$ cat src/rtl/uart_tx_arbiter.sv
// Round-robin arbiter that shares one UART_TX among NUM_REQ requesters.
// Optional ack watchdog enabled by defining UART_ARB_TIMEOUT_EN.
module uart_tx_arbiter #(
   parameter int WORD_LENGHT = 8,
   parameter int NUM_REQ     = 4,
   parameter int ACK_TIMEOUT = 8
) (
   input  logic                           clk,
   input  logic                           rst,
   input  logic [NUM_REQ-1:0]             req,
   input  logic [NUM_REQ*WORD_LENGHT-1:0] req_data,
   output logic [NUM_REQ-1:0]             grant,
   output logic [WORD_LENGHT-1:0]         tx_data,
   output logic                           tx_send,
   input  logic                           tx_ready,
   output logic                           busy,
   output logic                           err_timeout
);

   localparam int PW = (NUM_REQ > 1) ? $clog2(NUM_REQ) : 1;

   if (NUM_REQ < 2 || NUM_REQ > 8 || ACK_TIMEOUT < 1) begin : g_param_check
      $error("uart_tx_arbiter: NUM_REQ must be 2..8 and ACK_TIMEOUT >= 1");
   end

   typedef enum logic [1:0] {
      IDLE      = 2'd0,
      WAIT_ACK  = 2'd1,
      WAIT_DONE = 2'd2
   } state_t;

   state_t                   state;
   state_t                   state_d;
   logic [PW-1:0]            ptr;
   logic [PW-1:0]            winner;
   logic [NUM_REQ-1:0]       win_onehot;
   logic [WORD_LENGHT-1:0]   win_data;
   logic                     launch;

`ifdef UART_ARB_TIMEOUT_EN
   localparam int CW = $clog2(ACK_TIMEOUT + 1);
   logic [CW-1:0] ack_cnt;
   logic          timeout_hit;
`endif

   // Winner: lowest set bit above the last grant, else lowest set bit overall (wrap).
   // NOTE: every always_comb output gets a default before any branch so no latch is inferred.
   always_comb begin
      winner = '0;
      for (int i = NUM_REQ - 1; i >= 0; i--) begin
         if (req[i]) winner = PW'(i);
      end
      for (int i = NUM_REQ - 1; i >= 0; i--) begin
         if (req[i] && (PW'(i) > ptr)) winner = PW'(i);
      end
   end

   always_comb begin
      win_onehot = '0;
      win_data   = '0;
      for (int i = 0; i < NUM_REQ; i++) begin
         if (PW'(i) == winner) begin
            win_onehot[i] = 1'b1;
            win_data      = req_data[i*WORD_LENGHT +: WORD_LENGHT];
         end
      end
   end

   always_comb begin
      state_d = state;
      launch  = 1'b0;
`ifdef UART_ARB_TIMEOUT_EN
      timeout_hit = 1'b0;
`endif
      case (state)
         IDLE: begin
            if (tx_ready && (|req)) begin
               launch  = 1'b1;
               state_d = WAIT_ACK;
            end
         end
         WAIT_ACK: begin
            if (!tx_ready) begin
               state_d = WAIT_DONE;
            end
`ifdef UART_ARB_TIMEOUT_EN
            else if (ack_cnt == CW'(ACK_TIMEOUT - 1)) begin
               state_d     = IDLE;
               timeout_hit = 1'b1;
            end
`endif
         end
         WAIT_DONE: begin
            if (tx_ready) state_d = IDLE;
         end
         default: state_d = IDLE;
      endcase
   end

   // tx_data is a plain holding register; it changes only on a launch.
   // NOTE: sequential state uses non-blocking assignments so every register samples pre-edge values.
   always_ff @(posedge clk or negedge rst) begin
      if (!rst) begin
         state   <= IDLE;
         busy    <= 1'b0;
         grant   <= '0;
         tx_send <= 1'b0;
         tx_data <= '0;
         ptr     <= PW'(NUM_REQ - 1);
      end else begin
         state   <= state_d;
         busy    <= (state_d != IDLE);
         tx_send <= launch;
         grant   <= launch ? win_onehot : '0;
         if (launch) begin
            tx_data <= win_data;
            ptr     <= winner;
         end
      end
   end

`ifdef UART_ARB_TIMEOUT_EN
   // Counts cycles spent in WAIT_ACK; cleared whenever the FSM is elsewhere.
   always_ff @(posedge clk or negedge rst) begin
      if (!rst) begin
         ack_cnt     <= '0;
         err_timeout <= 1'b0;
      end else begin
         if (state == WAIT_ACK) ack_cnt <= ack_cnt + 1'b1;
         else                   ack_cnt <= '0;
         if (timeout_hit) err_timeout <= 1'b1;
      end
   end
`else
   assign err_timeout = 1'b0;
`endif

endmodule

$ cat config.mk
export PLATFORM = sky130hd
export DESIGN_NAME = uart_tx_arbiter
export DESIGN_NICKNAME = d
export VERILOG_FILES = /design/src/rtl/uart_tx_arbiter.sv
export SDC_FILE = /design/constraint.sdc
export NUM_CORES = 1
export LEC_CHECK = 0
export BUFFER_PORTS_ARGS = -buffer_cell sky130_fd_sc_hd__clkbuf_2
export CORE_MARGIN = 8
export CORE_UTILIZATION = 44
export DETAILED_ROUTE_END_ITERATION = 6
export PLACE_DENSITY_LB_ADDON = 0.2
export SKIP_LAST_GASP = 1
export SYNTH_ARGS = -nofsm -noshare
export SYNTH_HDL_FRONTEND = slang
export SYNTH_SLANG_ARGS = --single-unit
$ cat constraint.sdc
create_clock -name clk -period 2.2 [get_ports clk]
set_clock_uncertainty 0.05 [all_clocks]
set_input_delay 0.22 -clock clk [delete_from_list [all_inputs] [get_ports clk]]
set_output_delay 0.22 -clock clk [all_outputs]
set_load 0.01 [all_outputs]
=== Yosys cells after proc, flatten, opt, wreduce, memory -nomap -nowiden ===
Cells that the tools add are included.

* Flip-flop bits (word level): 18
* Bits in latches: 0
* RAM bits: 0
* ROM bits: 0
* Bits of input ports: 39
* Output and inout port bits: 15
* Logic and storage cells: 47
* Memories: 0

* Add/sub/neg operators: 0
* Multiply operators: 0
* Divide/modulo/power cells: 0
* Magnitude comparators: 4
* Equal/unequal tests: 5
* Shift operators: 0
* Multiplexer cells: 23
* Bitwise logic cells: 0
* Reduce and logical (&&, ||, !) cells: 9

{| class="wikitable"
|+ Operators by type and width
! operator !! number
|-
| two-way mux 8 bit || 4
|-
| two-way mux 2 bit || 11
|-
| two-way mux 1 bit || 6
|-
| one-hot mux 2 bit (3 select lines) || 1
|-
| logical AND 1 bit || 5
|-
| equality test 2 bit (first input constant) || 2
|-
| > comparator 1 x 2 -> 1 bit (first input constant) || 2
|-
| > comparator 2 bit (first input constant) || 2
|-
| zero test 2 bit || 2
|-
| two-way mux 4 bit || 1
|-
| OR reduction 4 bit || 1
|-
| equality test 1 x 2 -> 1 bit (first input constant) || 1
|-
| equality test 2 x 1 -> 1 bit (second input constant) || 1
|-
| equality test 2 bit (second input constant) || 1
|-
| nonzero test 2 bit || 1
|}

=== Depth between registers and ports, before layout ===
* Depth after elaboration: 13
* Gate-level depth with buffers: 7

=== Worst setup path before layout ===
OpenSTA, ideal clock, no wires.

* Kind: reg2reg
* Start: register ptr[1]
* End: register tx_data[1]
* Setup time: 0.094 ns
* Data arrival time: 1.609 ns
* Data required time: 2.056 ns
* Path slack: 0.447 ns
* Stages on the path, launching flop included: 7
* Path buffers: 1
* Cell sequence: dfstp_2 > buf_4 > mux2i_1 > a2bb2oi_1 > nand2_1 > mux2i_1 > a211oi_1

* Longest elaborated chain between the ends: 11
* Elaborated cells on any way between the ends: 20
* Those cells by class: order compare (4); eq/ne (3); mux (8); reduce/logical (5)

{| class="wikitable"
|+ RTL lines
! element !! line !! text
|-
| start, declared || 34 || <nowiki>logic [PW-1:0] ptr;</nowiki>
|-
| start signal, assigned || 109 || <nowiki>ptr <= PW'(NUM_REQ - 1);</nowiki>
|-
| start signal, assigned || 117 || <nowiki>ptr <= winner;</nowiki>
|-
| > comparator 2 bit || 54 || <nowiki>if (req[i] && (PW'(i) > ptr)) winner = PW'(i);</nowiki>
|-
| logical AND 1 bit || 54 ||
|-
| two-way mux 2 bit (3 in a row) || 54 ||
|-
| two-way mux 2 bit (*) || 54 ||
|-
| zero test 2 bit || 62 || <nowiki>if (PW'(i) == winner) begin</nowiki>
|-
| two-way mux 8 bit (3 in a row) || 62 ||
|-
| two-way mux 8 bit (*) || 62 ||
|-
| end signal, assigned || 116 || <nowiki>tx_data <= win_data;</nowiki>
|-
| end, declared || 13 || <nowiki>output logic [WORD_LENGHT-1:0] tx_data,</nowiki>
|}

Mark *: on every way between the ends. The rest lies on a longest branch, timed or not.
A chain may end at the register's enable or synchronous reset.

=== Worst setup path after layout ===
Same ends and word-level chain as after synthesis.

==> impl_results.md <==
* Status: completed
* CTS sink cnt at 18
* Yosys cell types at 37
* Post-synthesis net count at 140
* WP buf/inv at 0
* Arr. time, crit path at 2.10 ns
* Combinational fraction of design power at 0.450
* Port buffer count at 52
* Drt wl/cell at 14.85 um
* Switching power at 499.2 uW
* Global-route total usage across every layer at 0.1393
* Fin util at 0.5995
* Pin count of the biggest net entering global routing at 19
* Ys async rst share at 1.000
* P per Cell Area at 949.3 nW/um2
* FMAX at 0.5137 GHz
* Leading area contributor after synthesis: dfrtp_1
* VDD IR max at 0.5477 mV
* Main area contributors after synthesis: dfrtp_1 (39%), mux2i_1 (8.7%), dfstp_2 (5.1%)
* CTS root buf: clkbuf_4
* Placeable Area at 2212 um2
* CP top delay family: flip-flops
* Fin cells at 181
* Max Buffers Root-to-Sink at 2
* CTS H-Tree Depth at 1
* First-pass GRT wire length at 4.857 mm
* Die Area at 4163 um2
* Cell depth of the worst setup path at 5
* Leak at 0.6895 nW
* Pins over their slew limit at 0
* Routed Antenna Nets at 0
* Synth cell count leaders: dfrtp_1 (16), nand2_1 (14), mux2i_1 (9)
* Setup violators final at 0
* Most frequent cell on the critical path: mux2i_1
* Storage cell area at 452.9 um2
* Die Ht at 64.53 um
* CTS clk-pin slew, worst paths at 0.09 ns
* Die width at 64.53 um
* Yosys warnings at 0
* Synthesis-stage register bit count at 18
* Most frequent cell after synthesis: dfrtp_1
* N_diodes at 0
* Crit-path max cell delay at 0.64 ns
* Hold Path Class: in2reg
* Vias in the first global route at 1113
* Critical Path RT at 2.35 ns
* Clk network pwr share at 0.128
* Hold depth at 2
* Share of layout cells above drive strength 1 at 0.4379
* Cell-internal power at 759.9 uW
* CP Capture Type: register
* Pre-CTS setup slack at 0.2796 ns
* Critical path peak fanout at 10
* Number of synthesized flops with an enable pin at 0
* CP Launch Type: register
* Seq pwr share at 0.422
* Worst path cell trace: mux2i_1 > a2bb2oi_1 > nand2_1 > mux2i_1 > a211oi_1
* CTS buffer count at 3
* GP Congestion at 0.7683
* Total Wirelength at 2.688 mm
* Multi-input gate area at 533.0 um2
* Fin worst setup slack at 0.2532 ns
* WHS at 0.05564 ns
* Area Growth Syn to Fin at 28.02%
* Final HPWL DP at 2.143 mm
* Cell Area, Synth at 1036 um2
* Main synth FF type: dfrtp_1
* DRT iter0 DRCs at 36
* Slowest CP cell: dfstp_2
* DP Cell Count at 177
* TritonCTS clock tree: built
* Starting Density at 0.4683
* Io pins at 54
* Initial antenna violation count at 0
* DR vias/cell at 5.436
* Hold Vio Cnt, Final at 0
* Crit path kind: reg2reg
* Mapped Cells at 101
* Maximum Capacitance Violations at 0
* Gr ovfl total at 0
* Final TNS setup at 0 ns
* Share of the yosys chip area belonging to registers at 0.4372
* Fin crit share at 0.8849
* Clk Latency, worst-skew pair at 0.29 ns
* Worst reg2reg path depth at 5
* Fillers at 216
* Remaining DRCs at 0
* Final nets at 194
* Switching share of power at 0.3965
* Post-synth top area share at 0.3865
* Router iterations before antenna repair at 4
* Min cycle time layout at 1.947 ns
* RSZ-0062 raised after global routing: no
* Row count at 17
* Avg Inst Size Synth at 10.26 um2
* DR vias at 984
[registers in the layout (all words and copies together), names as in the netlist]
name	flops
tx_data	8
grant	4
ptr	2
state	2
busy	1
tx_send	1
[layout make-up]
class	instances	share of cell area
multi-input cells	77	0.4019
repair buffers	53	0.2038
inverters	2	0.009434
flip-flops and latches	18	0.3415
clock buffers	3	0.01698
well taps	28	0.02642
[routing by layer]
metal	share of wire	routed length, um	vias to the layer above	GRT usage
met3	0.070	188	7	0.03952
met5	0	0	-	0
met2	0.49	1320	45	0.2385
li1	-	-	482	-
met4	0.017	47	0	0.05995
met1	0.42	1132	450	0.1581
[path summary, 6_finish.rpt]
check / startpoint / end / slack, ns
min in group asynchronous: rst / tx_send / 0.35
max in group asynchronous: rst / ptr[1] / 1.40
worst max register to register: ptr[1] / tx_data[1] / 0.25
worst max-delay path: ptr[1] / tx_data[1] / 0.25
worst min register to register: tx_data[6] / tx_data[6] / 0.46
worst min-delay path: tx_ready / state[1] / 0.06
[worst reg2reg max path, delay by kind of cell, from the launching register on]
| kind | cells | cell delay [ns] |
|---|---|---|
| compound gates | 2 | 0.52 |
| flops | 1 | 0.64 |
| mux | 2 | 0.38 |
| simple gates | 1 | 0.27 |
[through the flow]
stage / total power [mW] / cell area, um2
after global placement: 1.091 / 1294
after global routing: 1.376 / 1326
after floorplan: 0.9301 / 1036
final: 1.259 / 1326
after detailed placement: 1.109 / 1294
after CTS: 1.275 / 1326
[what timing repair did]
item / in CTS / in global routing
hold buffers: 1 / 0
buffers inserted: 0 / 0
endpoints found under the hold margin: 16 / 0
resized for setup: 0 / 0
[power by group through the flow]
stage / clock network, mW / registers, mW / logic (mW)
6_report: 0.162 / 0.531 / 0.567
5_1_grt: 0.188 / 0.553 / 0.635
4_1_cts: 0.168 / 0.533 / 0.574
3_5_place_dp: 0 / 0.539 / 0.570
3_3_place_gp: 0 / 0.532 / 0.558
2_1_floorplan: 0 / 0.546 / 0.384
[cell usage in the layout, fill, tap and decap left out, drive strengths merged, types with 2 or more instances in the layout]
cell type,synthesis,routed
a211oi,5,5
a21oi,2,2
a22oi,6,6
and3,2,2
clkbuf,0,55
dfrtp,16,16
dfstp,2,2
inv,2,2
mux2i,9,9
nand2,16,16
nor2,7,7
nor2b,2,2
o21ai,4,4
o221ai,6,6
o22ai,2,2
[kinds of logic after synthesis]
| logic type | after synthesis | synth area share |
|---|---|---|
| flops | 18 | 0.4372 |
| compound gates | 30 | 0.2283 |
| simple gates | 36 | 0.1872 |
| buf+inv | 6 | 0.04830 |
| other cells | 1 | 0.003620 |
| xor+xnor | 1 | 0.008456 |
| mux | 9 | 0.08696 |
Power figures use the tool's default switching activity.
